### src/rtl/sfx_pkg.sv
// sfx_sequencer shared types, note constants and effect table functions.
// Table functions are only evaluated at elaboration to build the ROM.
package sfx_pkg;

   typedef enum logic {
      IDLE,
      PLAY
   } state_t;

   localparam int SIL = 0;
   localparam int C3  = 262;
   localparam int D3  = 294;
   localparam int E3  = 330;
   localparam int F3  = 349;
   localparam int G3  = 392;
   localparam int A3  = 440;
   localparam int B3  = 494;
   localparam int C4  = 524;
   localparam int D4  = 588;
   localparam int E4  = 660;
   localparam int F4  = 698;
   localparam int G4  = 784;
   localparam int A4  = 880;

   localparam int SFX_MAX_LEN = 8;
   localparam int SFX_TBL_N   = 4;

   function automatic int sfx_len(input int id);
      int l;
      case (id)
         0:       l = 2;
         1:       l = 3;
         2:       l = 4;
         3:       l = SFX_MAX_LEN;
         default: l = 1;
      endcase
      return l;
   endfunction

   function automatic int sfx_freq_r(input int id, input int s);
      int f;
      f = SIL;
      case (id)
         0: case (s)
               0: f = C4;
               1: f = G4;
               default: f = SIL;
            endcase
         1: case (s)
               0: f = E4;
               1: f = A4;
               2: f = A4;
               default: f = SIL;
            endcase
         2: case (s)
               0: f = G4;
               1: f = E4;
               2: f = C4;
               default: f = SIL;
            endcase
         3: case (s)
               0: f = C4;
               2: f = C4;
               4: f = G3;
               5: f = G3;
               default: f = SIL;
            endcase
         default: f = SIL;
      endcase
      return f;
   endfunction

   // score opens with a right-only note; all other effects are mono
   function automatic int sfx_freq_l(input int id, input int s);
      int f;
      f = sfx_freq_r(id, s);
      if (id == 1 && s == 0) f = SIL;
      return f;
   endfunction

   function automatic int freq2div(input int clk_hz, input int f);
      int d;
      if (f == SIL) d = 1;
      else d = clk_hz / (2 * f) - 1;
      return d;
   endfunction

endpackage

### src/rtl/sfx_sequencer_if.sv
// Trigger / mute / playback-status bundle between game logic and sequencer.
// master drives requests, slave is the sequencer.
interface sfx_sequencer_if #(
   parameter int NUM_SFX = 4,
   parameter int DIV_W   = 22
) ();

   localparam int IDW = (NUM_SFX > 1) ? $clog2(NUM_SFX) : 1;

   logic [NUM_SFX-1:0] trig;
   logic               mute_l;
   logic               mute_r;
   logic               busy;
   logic [IDW-1:0]     active_id;
   logic [3:0]         step;
   logic [DIV_W-1:0]   note_div_left;
   logic [DIV_W-1:0]   note_div_right;
   logic               done;

   modport master (
      output trig, mute_l, mute_r,
      input  busy, active_id, step,
      input  note_div_left, note_div_right, done
   );

   modport slave (
      input  trig, mute_l, mute_r,
      output busy, active_id, step,
      output note_div_left, note_div_right, done
   );

endinterface

### src/rtl/sfx_rom.sv
// Combinational (effect, step) -> stereo divisor and effect length lookup.
// All entries are constants folded at elaboration.
module sfx_rom
   import sfx_pkg::*;
#(
   parameter int CLK_HZ = 100_000_000,
   parameter int DIV_W  = 22,
   parameter int IDW    = 2
) (
   input  logic [IDW-1:0]   active_id,
   input  logic [3:0]       step,
   output logic [DIV_W-1:0] div_l,
   output logic [DIV_W-1:0] div_r,
   output logic [3:0]       len
);

   logic [DIV_W-1:0] tbl_l [64];
   logic [DIV_W-1:0] tbl_r [64];
   logic [3:0]       tbl_len [SFX_TBL_N];
   logic [5:0]       idx;

   for (genvar i = 0; i < SFX_TBL_N; i++) begin : g_id
      assign tbl_len[i] = 4'(sfx_len(i));
      for (genvar s = 0; s < 16; s++) begin : g_st
         assign tbl_l[i*16+s] =
            DIV_W'(freq2div(CLK_HZ, sfx_freq_l(i, s)));
         assign tbl_r[i*16+s] =
            DIV_W'(freq2div(CLK_HZ, sfx_freq_r(i, s)));
      end
   end

   assign idx   = {2'(active_id), step};
   assign div_l = tbl_l[idx];
   assign div_r = tbl_r[idx];
   assign len   = tbl_len[idx[5:4]];

endmodule

### src/rtl/sfx_sequencer.sv
// Fixed-priority sound-effect sequencer with preemption and retrigger.
// Steps a per-effect stereo note table at BEAT_HZ and feeds note_gen.
module sfx_sequencer
   import sfx_pkg::*;
#(
   parameter int CLK_HZ  = 100_000_000,
   parameter int BEAT_HZ = 8,
   parameter int NUM_SFX = 4,
   parameter int DIV_W   = 22
) (
   input logic          clk,
   input logic          rst,
   sfx_sequencer_if.slave bus
);

   localparam int IDW      = (NUM_SFX > 1) ? $clog2(NUM_SFX) : 1;
   localparam int BEAT_DIV = CLK_HZ / BEAT_HZ;
   localparam int BCW      = $clog2(BEAT_DIV);
   localparam logic [BCW-1:0] BEAT_LAST = BCW'(BEAT_DIV - 1);

   state_t         state, state_n;
   logic [IDW-1:0] id_q, id_n;
   logic [3:0]     step_q, step_n;
   logic [BCW-1:0] bc_q, bc_n;
   logic           done_q, done_n;

   logic [IDW-1:0]   win;
   logic             any;
   logic [DIV_W-1:0] rom_l, rom_r;
   logic [3:0]       len;

   always_comb begin
      win = '0;
      for (int i = 0; i < NUM_SFX; i++)
         if (bus.trig[i]) win = IDW'(i);
   end

   assign any = |bus.trig;

   sfx_rom #(
      .CLK_HZ (CLK_HZ),
      .DIV_W  (DIV_W),
      .IDW    (IDW)
   ) u_rom (
      .active_id (id_q),
      .step      (step_q),
      .div_l     (rom_l),
      .div_r     (rom_r),
      .len       (len)
   );

   always_ff @(posedge clk) begin
      if (rst) begin
         state  <= IDLE;
         id_q   <= '0;
         step_q <= '0;
         bc_q   <= '0;
         done_q <= 1'b0;
      end else begin
         state  <= state_n;
         id_q   <= id_n;
         step_q <= step_n;
         bc_q   <= bc_n;
         done_q <= done_n;
      end
   end

   // a winner at or above the playing id outranks the end-of-effect check
   always_comb begin
      state_n = state;
      id_n    = id_q;
      step_n  = step_q;
      bc_n    = bc_q;
      done_n  = 1'b0;
      unique case (state)
         IDLE: begin
            if (any) begin
               state_n = PLAY;
               id_n    = win;
               step_n  = '0;
               bc_n    = '0;
            end
         end
         PLAY: begin
            if (any && win >= id_q) begin
               id_n   = win;
               step_n = '0;
               bc_n   = '0;
            end else if (bc_q == BEAT_LAST) begin
               bc_n = '0;
               if (step_q == len - 4'd1) begin
                  state_n = IDLE;
                  step_n  = '0;
                  done_n  = 1'b1;
               end else begin
                  step_n = step_q + 4'd1;
               end
            end else begin
               bc_n = bc_q + 1'b1;
            end
         end
         default: state_n = IDLE;
      endcase
   end

   assign bus.busy      = (state == PLAY);
   assign bus.active_id = id_q;
   assign bus.step      = step_q;
   assign bus.done      = done_q;

   assign bus.note_div_left =
      (!bus.busy || bus.mute_l) ? DIV_W'(1) : rom_l;
   assign bus.note_div_right =
      (!bus.busy || bus.mute_r) ? DIV_W'(1) : rom_r;

endmodule

### src/flat_wrapper.sv
// flat-port wrapper written by rule: the top's interface ports become plain ports
module sfx_sequencer_flat import sfx_pkg::*;
#(
   parameter int CLK_HZ  = 100_000_000,
   parameter int BEAT_HZ = 8,
   parameter int NUM_SFX = 4,
   parameter int DIV_W   = 22
)
  (clk, rst, bus_trig, bus_mute_l, bus_mute_r, bus_busy, bus_active_id, bus_step, bus_note_div_left, bus_note_div_right, bus_done);
  sfx_sequencer_if #(.NUM_SFX(NUM_SFX), .DIV_W(DIV_W)) bus_i ();
  input logic clk;
  input logic rst;
  input wire logic [$bits(bus_i.trig)-1:0] bus_trig;
  input wire logic [$bits(bus_i.mute_l)-1:0] bus_mute_l;
  input wire logic [$bits(bus_i.mute_r)-1:0] bus_mute_r;
  output wire logic [$bits(bus_i.busy)-1:0] bus_busy;
  output wire logic [$bits(bus_i.active_id)-1:0] bus_active_id;
  output wire logic [$bits(bus_i.step)-1:0] bus_step;
  output wire logic [$bits(bus_i.note_div_left)-1:0] bus_note_div_left;
  output wire logic [$bits(bus_i.note_div_right)-1:0] bus_note_div_right;
  output wire logic [$bits(bus_i.done)-1:0] bus_done;
  assign bus_i.trig = bus_trig;
  assign bus_i.mute_l = bus_mute_l;
  assign bus_i.mute_r = bus_mute_r;
  assign bus_busy = bus_i.busy;
  assign bus_active_id = bus_i.active_id;
  assign bus_step = bus_i.step;
  assign bus_note_div_left = bus_i.note_div_left;
  assign bus_note_div_right = bus_i.note_div_right;
  assign bus_done = bus_i.done;
  sfx_sequencer #(.CLK_HZ(CLK_HZ), .BEAT_HZ(BEAT_HZ), .NUM_SFX(NUM_SFX), .DIV_W(DIV_W)) u_core (.clk(clk), .rst(rst), .bus(bus_i));
endmodule
### config.mk
export PLATFORM = sky130hd
export DESIGN_NAME = sfx_sequencer_flat
export DESIGN_NICKNAME = d
export VERILOG_FILES = /design/src/rtl/sfx_pkg.sv /design/src/rtl/sfx_sequencer_if.sv /design/src/rtl/sfx_rom.sv /design/src/rtl/sfx_sequencer.sv /design/src/flat_wrapper.sv
export SDC_FILE = /design/constraint.sdc
export NUM_CORES = 1
export LEC_CHECK = 0
export CORE_MARGIN = 2
export CORE_UTILIZATION = 53
export DETAILED_ROUTE_END_ITERATION = 10
export PLACE_DENSITY = 0.9
export SLEW_MARGIN = 20
export SYNTH_ARGS = -nofsm -noshare
export SYNTH_HDL_FRONTEND = slang
export SYNTH_SLANG_ARGS = --single-unit
### constraint.sdc
create_clock -name clk -period 3.6 [get_ports clk]
set_input_delay 0.54 -clock clk [delete_from_list [all_inputs] [get_ports clk]]
set_output_delay 0.54 -clock clk [all_outputs]
set_load 0.02 [all_outputs]
Yosys cells after proc, flatten, opt, wreduce, memory -nomap -nowiden:

Memory sizes are Yosys's and may differ from the RTL's.
Cells that the tools add are included.

* bits in read-only memories: 2816
* register bits: 32
* word-level logic and storage cells: 60
* output and inout bits: 52
* memories kept: 2
* input bits: 8

Memory list
* (name not given): depth 64, width 22, read ports 1, clocked after Yosys merged registers in 0, wr ports 0, line sfx_rom.sv:34 `assign div_r = tbl_r[idx];`
* (name not given): depth 64, width 22, read ports 1, clocked after Yosys merged registers in 0, wr ports 0, line sfx_rom.sv:33 `assign div_l = tbl_l[idx];`

* $add $sub $neg: 3
* equality and inequality tests: 5
* reduce and logical (&&, ||, !) cells: 8
* bitwise gates (word level): 4
* $lt $le $gt $ge: 3
* multiplexer cells: 30

Operators by type and width (number)
* $mux 22: 6
* $mux 24: 3
* $pmux 24 s2: 1
* $add 24x1->24 const B: 1
* $eq 24x24->1 const B: 1
* $mux 4: 6
* $bmux 4 s2: 1
* $mux 2: 4
* $pmux 4 s2: 1
* $reduce_or 4->1: 2
* $ge 7x7->1 const B: 1
* $not 6->7: 1
* $mux 1: 6
* $add 4x1->4 const B: 1
* $eq 4x4->1: 1
* $pmux 2 s2: 1
* $reduce_and 2->1: 2
* $sub 4x1->4 const B: 1
* $ge 3x3->1 const B: 1
* $ne 3x3->1 const B: 1
* $not 2->3: 1
* $ge 2x2->1: 1
* $logic_or 1x1->1: 2
* $ne 2x1->1 const B: 1
* 5 further kinds: 6

Logic depth before layout (Yosys ltp):

Gate-level depths: netlist of the first run.

* depth in word-level cells: 10
* depth in mapped cells: 9
* gate-level depth less buffers: 8

Cells and area by module:

Synthesis of the first run repeated with hierarchy kept, for this count alone.

* cell total of the unflattened synthesis: 356
* area, all modules: 2666.3 µm²

Modules (own cells, without submodules)
* sfx_sequencer: cells each 254, area an instance 2009.4 µm², times used 1, sequential area each 640.6 µm²
* sfx_rom: cells each 102, area an instance 656.9 µm², times used 1, sequential area each 0.0 µm²

Least setup slack after synthesis of the first run:

Ideal clock, no wire load.

* path type: register to output
* start: reg u_core.step_q[1] (netlist: u_core.bus.step[1])
* end: out bus_note_div_left[10]
* slack: 672 ps
* stages on the path, launching flop included: 9
* data arrival time: 2388 ps
* data required time: 3060 ps
* buffers on the path: 2
* cells stage by stage: dfxtp_1 -> clkbuf_1 -> inv_1 -> ha_1 -> nand2_1 -> o21ai_0 -> a21oi_1 -> a211oi_1 -> buf_4

* cells in the longest elaborated chain, start to end: 5

RTL lines
* start, declared: line sfx_sequencer.sv:23 `logic [3:0] step_q, step_n;`
* start signal, assigned: line sfx_sequencer.sv:62 `step_q <= step_n;`
* $not 6->7 (not written as such): line sfx_rom.sv:33
* $mem_v2 64x22
* $mux 22 (not written as such) (2 in series): line sfx_rom.sv:33
* $mux 22: line sfx_sequencer.sv:112 `(!bus.busy || bus.mute_l) ? DIV_W'(1) : rom_l;`
* end, declared: line flat_wrapper.sv:19 `output wire logic [$bits(bus_i.note_div_left)-1:0] bus_note_div_left;`

Every way passes these cells. The select of a mux whose other input is x is not followed.

Worst setup path after layout of the first run:

* start: reg u_core.step_q[2] (netlist: u_core.bus.step[2])
* end: out bus_note_div_left[4]

The elaborated chain is that of the path after synthesis.

==> impl_metrics.tcl, run 1 <==
set metrics [dict create \
    status "complete, no violations" \
    fin_tns_setup_ns 0 \
    crit_cells 6 \
    report.final.slew_viol_count 0 \
    min_path_cells 1 \
    cpMaxStageDelayCell "clkdlybuf4s50_1" \
    critPathBufInv 1 \
    nFillCells 372 \
    h-tree-depth 2 \
    cp_max_fo 14 \
    yosysWarnings 0 \
    synth_enable_flop_cells 0 \
    drt.antenna.violating_nets 0 \
    rsz0062_at_grt "no" \
    yosys-top-cells-count "nor2_1 (40), dfxtp_1 (32), a21oi_1 (22), nand3_1 (22), nand2_1 (20)" \
    synth_flop_cell "dfxtp_1" \
    route.detailed.drc 0 \
    nets 365 \
    antenna_cells 0 \
    hp-class "reg -> reg" \
    r2r_cells 6 \
    relSlewSlack_pct 48.2 \
    dieArea_mm2 0.00502 \
    hold_violations 0 \
    grt_pass1_wl_um 9520 \
    cts.sinks 32 \
    p_leak_nw 1.04 \
    cp_cell_sequence "or2_2 -> or3_1 -> and2_1 -> o21a_1 -> nor3_1 -> clkdlybuf4s50_1" \
    p_per_area_mw_per_mm2 315 \
    grt_usage_pct 22.9 \
    reg2reg_to "u_core.bus.step[0]$_SDFFE_PP0P_" \
    finalInstanceArea_mm2 0.00288 \
    dp_hpwl_um 4170 \
    yosysMostFrequentCell "nor2_1" \
    ctsRootBufferMaster "clkbuf_8" \
    viasPerCell 5.86 \
    cts-buffers-inserted 5 \
    startpoint_type "flip-flop" \
    clkLatencyLatePin_ns 0.29 \
    r2r-start "u_core.bus.active_id[0]$_SDFFE_PP0P_" \
    netlist.area_leader.share_pct 27.0 \
    floorplan.initialDensity_pct 54.8 \
    synthToLayoutAreaGrowth_pct 21.4 \
    finish.utilization_pct 66.5 \
    post_cts_buffers 0 \
    rows 24 \
    synth.largest_area_cell "dfxtp_1" \
    synth_area_per_cell_um2 7.54 \
    die_h_um 70.9 \
    syn_area_mm2 0.00237 \
    startpoint "u_core.bus.step[2]$_SDFFE_PP0P_" \
    period_share_pct 93.8 \
    die_w_um 70.9 \
    total_power_mw 0.905 \
    ys_async_sr_fraction_pct 0 \
    cts_buffer_depth 2 \
    endpoint "bus_note_div_left[4]" \
    reg2reg_slack_ns 0.99 \
    gp_congestion 0.882 \
    core-area_mm2 0.00432 \
    cts.clk_slew.worst_paths_ns 0.06 \
    max_freq_mhz 296 \
    synth_cell_type_count 51 \
    ys_seq_area_share_pct 27.0 \
    io_buffers 49 \
    worst_slew_pin_slew_ns 0.777 \
    placed_area_mm2 0.00277 \
    synthCells 314 \
    num_vias 2351 \
    drt_iter0_drc 200 \
    synth-seq-cells 32 \
    num_io_pins 60 \
    period_minus_slack_ns 3.38 \
    cts-resized-gates 0 \
    routed_wl_um 5640 \
    netlist_top_cells_area "dfxtp_1 (27%), nor2_1 (6.3%), buf_4 (5.7%), xnor2_1 (4.8%), ha_1 (4.8%)" \
    cp.arrival_ns 2.84 \
    critical_path_class "reg -> out" \
    endpoint_kind "output port" \
    worst_clock_skew_ns 0.00863 \
    grt_pass1_vias 2118 \
    cts_hold_buf 0 \
    routedWlPerCell_um 14.1 \
    drive_gt1_share_pct 4.87 \
    drt_pre_antenna_iters 4 \
    max_stage_delay_ns 0.68 \
    setup_viol 0 \
    grt_max_degree 28 \
    critical-path-top-delay-family "simple AND/OR/NAND/NOR gates" \
    gr-total-overflow 0 \
    regArea_um2 641 \
    maxCapViolations 0 \
    antenna_found_initial 0 \
    multi_input_area_mm2 0.00151 \
    peakVddDrop_mv 0.269 \
    cts_tree "built" \
    required_ns 3.06 \
]
## layout by cell type, fill, tap and decap left out, types with 3 or more instances in the layout
cell	Yosys	routed
clkdlybuf4s50_1	0	49
nor2_1	40	40
dfxtp_1	32	32
nand3_1	22	22
a21oi_1	22	22
nand2_1	20	20
inv_1	14	14
xnor2_1	13	13
conb_1	1	10
nand4_1	9	9
ha_1	9	9
o21ai_0	8	8
nand2b_1	7	7
nor3_1	7	7
xor2_1	7	7
a31oi_1	7	7
a211oi_1	5	5
and3_1	5	5
clkbuf_8	0	5
a41oi_1	4	4
nor4_1	4	4
or2_2	3	3
mux2i_1	3	3
and2_1	3	3
a211o_1	3	3
## metal layers
layer  wire length (um)  track usage (%)  part of all wire [%]
met1               2530             29.6                    45
met2               2650             37.9                    47
met3                356             3.85                   6.3
met4                102             9.22                   1.8
met5                  0                0                     0
## logic make-up (layout without fill, tap and decap cells)
family          Yosys count  after routing  synth area share, %
simple gates            137            137                 30.1
other cells               1             10                0.158
xor+xnor                 20             20                 7.40
mux                       4              4                 1.74
fa+ha+maj                 9              9                 4.75
buf+inv                  47             73                 10.7
flops                    32             32                 27.0
compound gates           64             64                 18.1
## final cells by class
cell class,instances,area share (%)
multi-input combinational,244,52.5
sequential,32,22.3
timing repair buffer,50,17.3
clock buffer,6,2.52
tap,52,2.26
inverter,15,1.96
clock inverter,2,1.22
## worst min path at each step
stage                                       from  slack (ns)                            to
finish              u_core.bc_q[22]$_SDFFE_PP0P_        0.49  u_core.bc_q[22]$_SDFFE_PP0P_
global route        u_core.bc_q[22]$_SDFFE_PP0P_        0.55  u_core.bc_q[22]$_SDFFE_PP0P_
CTS                 u_core.bc_q[22]$_SDFFE_PP0P_        0.49  u_core.bc_q[22]$_SDFFE_PP0P_
detailed placement  u_core.bc_q[22]$_SDFFE_PP0P_        0.49  u_core.bc_q[22]$_SDFFE_PP0P_
global placement    u_core.bc_q[22]$_SDFFE_PP0P_        0.48  u_core.bc_q[22]$_SDFFE_PP0P_
floorplan           u_core.bc_q[22]$_SDFFE_PP0P_        0.45  u_core.bc_q[22]$_SDFFE_PP0P_
## stage by stage
step	setup WS, ns	hold WS (ns)	instances
6_report	0.222	0.493	401
5_1_grt	0.0907	0.546	401
4_1_cts	0.213	0.493	401
3_5_place_dp	0.531	0.490	393
3_3_place_gp	0.644	0.475	393
2_1_floorplan	0.672	0.448	323
## report_power, final
group	internal (mW)	leakage [nW]	switching, mW
Combinational	0.0823	0.724	0.115
Sequential	0.358	0.259	0.00998
Clock	0.205	0.0552	0.135
## registers in the layout (all words and copies together), names as in the netlist
name,count
u_core.bus.done,1
u_core.bc_q,24
u_core.bus.busy,1
u_core.bus.step,4
u_core.bus.active_id,2
Power figures use the tool's default switching activity.
==> inputs of run 2 (changes only) <==
clock period = 4.2 ns   (was 3.6 ns; I/O delays follow)
==> impl_metrics.tcl, run 2 (synthesis gave the netlist of run 1 again) <==
set metrics [dict create \
    status "complete, no violations" \
    gp_congestion 0.911 \
    startpoint_type "flip-flop" \
    max_flop_register "u_core.bc_q" \
    fin_tns_setup_ns 0 \
    hp-class "reg -> reg" \
    pwr-share-comb_pct 20.8 \
    grt_pass1_vias 2153 \
    cts_buffer_depth 2 \
    reg2reg_slack_ns 1.56 \
    period_minus_slack_ns 3.48 \
    worst_slew_pin_slew_ns 0.854 \
    wl_met1_um 2580 \
    antenna_found_initial 0 \
    drt_iter0_drc 269 \
    rows 24 \
    p_int_mw 0.552 \
    reg2reg_to "u_core.bus.step[0]$_SDFFE_PP0P_" \
    antenna_cells 0 \
    critical_path_class "reg -> out" \
    h-tree-depth 2 \
    final_common_cell "clkdlybuf4s50_1" \
    drt.antenna.violating_nets 0 \
    r2r-start "u_core.bus.active_id[1]$_SDFFE_PP0P_" \
    hold_path_end "u_core.bc_q[22]$_SDFFE_PP0P_" \
    cts_tree "built" \
    p_seq_share_pct 41.4 \
    hold_violations 0 \
    r2r_cells 6 \
    floorplan.initialDensity_pct 54.8 \
    num_io_pins 60 \
    cts.clk_slew.worst_paths_ns 0.07 \
    min_path_cells 1 \
    ctsRootBufferMaster "clkbuf_8" \
    grt_usage_pct 23.7 \
    endpoint_kind "output port" \
    fin_hold_ws_ns 0.522 \
    p_leak_nw 1.03 \
    maxCapViolations 0 \
    core-area_mm2 0.00432 \
    largest_reg_flops 24 \
    die_w_um 70.9 \
    synthToLayoutAreaGrowth_pct 21.1 \
    cp_max_fo 14 \
    setup_viol 0 \
    wl_met2_um 2760 \
    drive_gt1_share_pct 4.60 \
    relSlewSlack_pct 43.0 \
    cts-buffers-inserted 5 \
    die_h_um 70.9 \
    max_freq_mhz 287 \
    p_sw_share_pct 28.9 \
    post_cts_buffers 0 \
    highest-signal-layer "met4" \
    grt_max_degree 28 \
    cts-resized-gates 0 \
    grt_pass1_wl_um 9810 \
    cp.arrival_ns 2.85 \
    cts_hold_buf 0 \
    routed_wl_um 5930 \
    final_cell_mix "clkdlybuf4s50_1 (49), nor2_1 (40), dfxtp_1 (32)" \
    route.detailed.drc 0 \
    report.final.slew_viol_count 0 \
    dieArea_mm2 0.00502 \
    viasPerCell 5.99 \
    num_vias 2396 \
    drt_pre_antenna_iters 5 \
    required_ns 3.57 \
    hp-start "u_core.bc_q[22]$_SDFFE_PP0P_" \
    cts.sinks 32 \
    dp_cells 392 \
    worst_clock_skew_ns 0.00897 \
    clkLatencyLatePin_ns 0.29 \
    rsz0062_at_grt "no" \
    routedWlPerCell_um 14.8 \
    gr-total-overflow 0 \
    p_per_area_mw_per_mm2 271 \
    period_share_pct 82.9 \
    io_buffers 49 \
    dp_hpwl_um 4190 \
    nFillCells 352 \
    peakVddDrop_mv 0.201 \
    fin_cells 400 \
    nets 364 \
    met3_length_um 485 \
    clkPwrFrac_pct 37.7 \
    p_switching_mw 0.224 \
]
-- run 2: cell count changes in the layout (fill, tap and decap cells not counted) --
cell | before | now
buf_4 | 1 | 0
-- run 2: power groups by stage --
stage                     combinational, mW  sequential, mW  clock, mW
after floorplan                       0.121           0.319          0
after global placement                0.158           0.327          0
after detailed placement              0.160           0.328          0
after CTS                             0.161           0.321      0.294
after global routing                  0.174           0.323      0.310
final                                 0.162           0.322      0.293
-- run 2: per-layer routing --
| layer | track usage, % | vias to the layer above |
|---|---|---|
| met5 | 0 | - |
| met4 | 9.01 | 0 |
| met3 | 5.84 | 13 |
| met2 | 38.6 | 121 |
| met1 | 30.4 | 1110 |
| li1 | - | 1152 |
-- run 2: layout make-up --
cell class / instances / area (um2) / share of cell area (%)
clock inverters: 2 / 35.0 / 1.22
clock buffers: 6 / 72.6 / 2.53
multi-input cells: 244 / 1510 / 52.6
well taps: 52 / 65.1 / 2.27
flip-flops and latches: 32 / 641 / 22.3
repair buffers: 49 / 490 / 17.1
inverters: 15 / 56.3 / 1.96
-- run 2: worst max-delay path, stage by stage, from the launching register on --
cell and delay, ns:
dfxtp_1 0.44, or2_2 0.39, or3_1 0.37, and2_1 0.24, o21a_1 0.14, nor3_1 0.30, clkdlybuf4s50_1 0.68
-- run 2: stage by stage --
stage               worst slack (ns)  power [mW]  utilization, %  area (um2)
global route                   0.551       0.807            66.3        2870
CTS                            0.720       0.776            66.3        2870
global placement                1.13       0.485            63.9        2760
floorplan                       1.18       0.441               -        2400
detailed placement              1.03       0.487            63.9        2760
finish                         0.720       0.776            66.3        2870
-- run 2: how the worst max path moves through the flow --
stage          slack (ns)  cells after the start               endpoint                       startpoint
3_3_place_gp         1.13                      6  bus_note_div_left[12]  u_core.bus.step[2]$_SDFFE_PP0P_
4_1_cts              0.72                      6   bus_note_div_left[4]  u_core.bus.step[2]$_SDFFE_PP0P_
5_1_grt              0.55                      6  bus_note_div_left[14]  u_core.bus.step[2]$_SDFFE_PP0P_
2_1_floorplan        1.18                      8  bus_note_div_left[10]  u_core.bus.step[1]$_SDFFE_PP0P_
6_report             0.72                      6   bus_note_div_left[4]  u_core.bus.step[2]$_SDFFE_PP0P_
3_5_place_dp         1.03                      6   bus_note_div_left[4]  u_core.bus.step[2]$_SDFFE_PP0P_
==> inputs of run 3 (changes only) <==
CORE_UTILIZATION = 50   (was 53)
PLACE_DENSITY = 0.86   (was 0.9)
clock period = 3.5 ns   (was 4.2 ns; I/O delays follow)
==> impl_metrics.tcl, run 3 (synthesis gave the netlist of run 1 again) <==
set metrics [dict create \
    hold_violations 0 \
    drt_pre_antenna_iters 4 \
    gp_congestion 0.898 \
    critical_path_class "reg -> out" \
    grt_max_degree 28 \
    fin_hold_ws_ns 0.495 \
    endpoint_kind "output port" \
    antenna_cells 0 \
    dp_hpwl_um 4140 \
    grt_usage_pct 22.0 \
    cp.arrival_ns 2.79 \
    grt_pass1_wl_um 9370 \
    max_flop_register "u_core.bc_q" \
    num_io_pins 60 \
    routedWlPerCell_um 13.8 \
    hp-class "reg -> reg" \
    drt.antenna.violating_nets 0 \
    fin_tns_setup_ns 0 \
    post_cts_buffers 0 \
    ctsRootBufferMaster "clkbuf_8" \
    drive_gt1_share_pct 4.86 \
    met3_usage_pct 4.01 \
    max_freq_mhz 302 \
    clkLatencyLatePin_ns 0.29 \
    peakVddDrop_mv 0.293 \
    maxCapViolations 0 \
    routed_wl_um 5580 \
    h-tree-depth 2 \
    dp_cells 396 \
    nFillCells 416 \
    cts-resized-gates 0 \
    grtUsageMet2_pct 37.6 \
    p_per_area_mw_per_mm2 305 \
    fin_cells 404 \
    relSlewSlack_pct 50.6 \
    cts_tree "built" \
    status "complete, no violations" \
    finalInstanceArea_mm2 0.00287 \
    nets 366 \
    startpoint_type "flip-flop" \
    worst_clock_skew_ns 0.00314 \
    die_h_um 72.8 \
    synthToLayoutAreaGrowth_pct 21.1 \
    cts_hold_buf 0 \
    cts-buffers-inserted 5 \
    period_share_pct 94.6 \
    placed_area_mm2 0.00278 \
    top_usage_layer "met2" \
    die_w_um 72.8 \
    final_cell_mix "clkdlybuf4s50_1 (49), nor2_1 (40), dfxtp_1 (32)" \
    largest_reg_flops 24 \
    final_common_cell "clkdlybuf4s50_1" \
    num_vias 2349 \
    route.detailed.drc 0 \
    worst_slew_pin_slew_ns 0.735 \
    rows 25 \
    dieArea_mm2 0.00530 \
    core-area_mm2 0.00463 \
    floorplan.initialDensity_pct 51.2 \
    io_buffers 49 \
    globalRouteMet1Util_pct 27.6 \
    drt_iter0_drc 213 \
    required_ns 2.97 \
    cp_max_fo 14 \
    p_leak_nw 1.03 \
    setup_viol 0 \
    viasPerCell 5.81 \
    antenna_found_initial 0 \
    report.final.slew_viol_count 0 \
    cts.sinks 32 \
    gr-total-overflow 0 \
    grt_pass1_vias 2103 \
    rsz0062_at_grt "no" \
    cts_buffer_depth 2 \
    finish.utilization_pct 62.0 \
    period_minus_slack_ns 3.31 \
    cts.clk_slew.worst_paths_ns 0.06 \
]
[run 3: cell count changes in the layout (fill, tap and decap cells not counted)]
cell / before / now
clkbuf_1: 1 / 2
buf_4: 0 / 2
bufinv_16: 1 / 0
clkbuf_8: 5 / 6
clkinv_2: 1 / 0
[run 3: worst paths after layout]
check,endpoint,startpoint,cells past startpoint,slack [ns]
worst max-delay path,bus_note_div_left[14],u_core.bus.step[2]$_SDFFE_PP0P_,6,0.19
worst min-delay path,u_core.bc_q[22]$_SDFFE_PP0P_,u_core.bc_q[22]$_SDFFE_PP0P_,1,0.49
worst max register to register,u_core.bus.step[0]$_SDFFE_PP0P_,u_core.bus.active_id[0]$_SDFFE_PP0P_,7,0.95
worst min register to register,u_core.bc_q[22]$_SDFFE_PP0P_,u_core.bc_q[22]$_SDFFE_PP0P_,1,0.49
[run 3: stage by stage]
step / setup slack (ns) / power, mW
5_1_grt: 0.0553 / 0.917
4_1_cts: 0.189 / 0.880
2_1_floorplan: 0.587 / 0.529
3_5_place_dp: 0.502 / 0.589
6_report: 0.188 / 0.875
3_3_place_gp: 0.516 / 0.587
[run 3: final cells by class]
type,instances,area (um2),share of cell area (%)
multi-input combinational,244,1510,52.6
sequential,32,641,22.3
inverter,15,56.3,1.96
clock buffer,8,90.1,3.14
timing repair buffer,51,505,17.6
tap,54,67.6,2.35
[run 3: per-layer routing]
metal	vias up	part of all wire, %
li1	1161	-
met1	1082	44
met2	98	49
met3	8	6.1
met4	0	1.4
met5	-	0
[run 3: critical path, stage by stage (launching register included)]
cell             delay, ns
dfxtp_1               0.45
or2_2                 0.39
or3_1                 0.38
and2_1                0.23
o21a_1                0.13
nor3_1                0.25
clkdlybuf4s50_1       0.67
[run 3: power breakdown]
| group | leakage [nW] | switching, mW | internal (mW) |
|---|---|---|---|
| clock | 0.0455 | 0.133 | 0.160 |
| sequential | 0.259 | 0.00830 | 0.368 |
| combinational | 0.729 | 0.120 | 0.0858 |
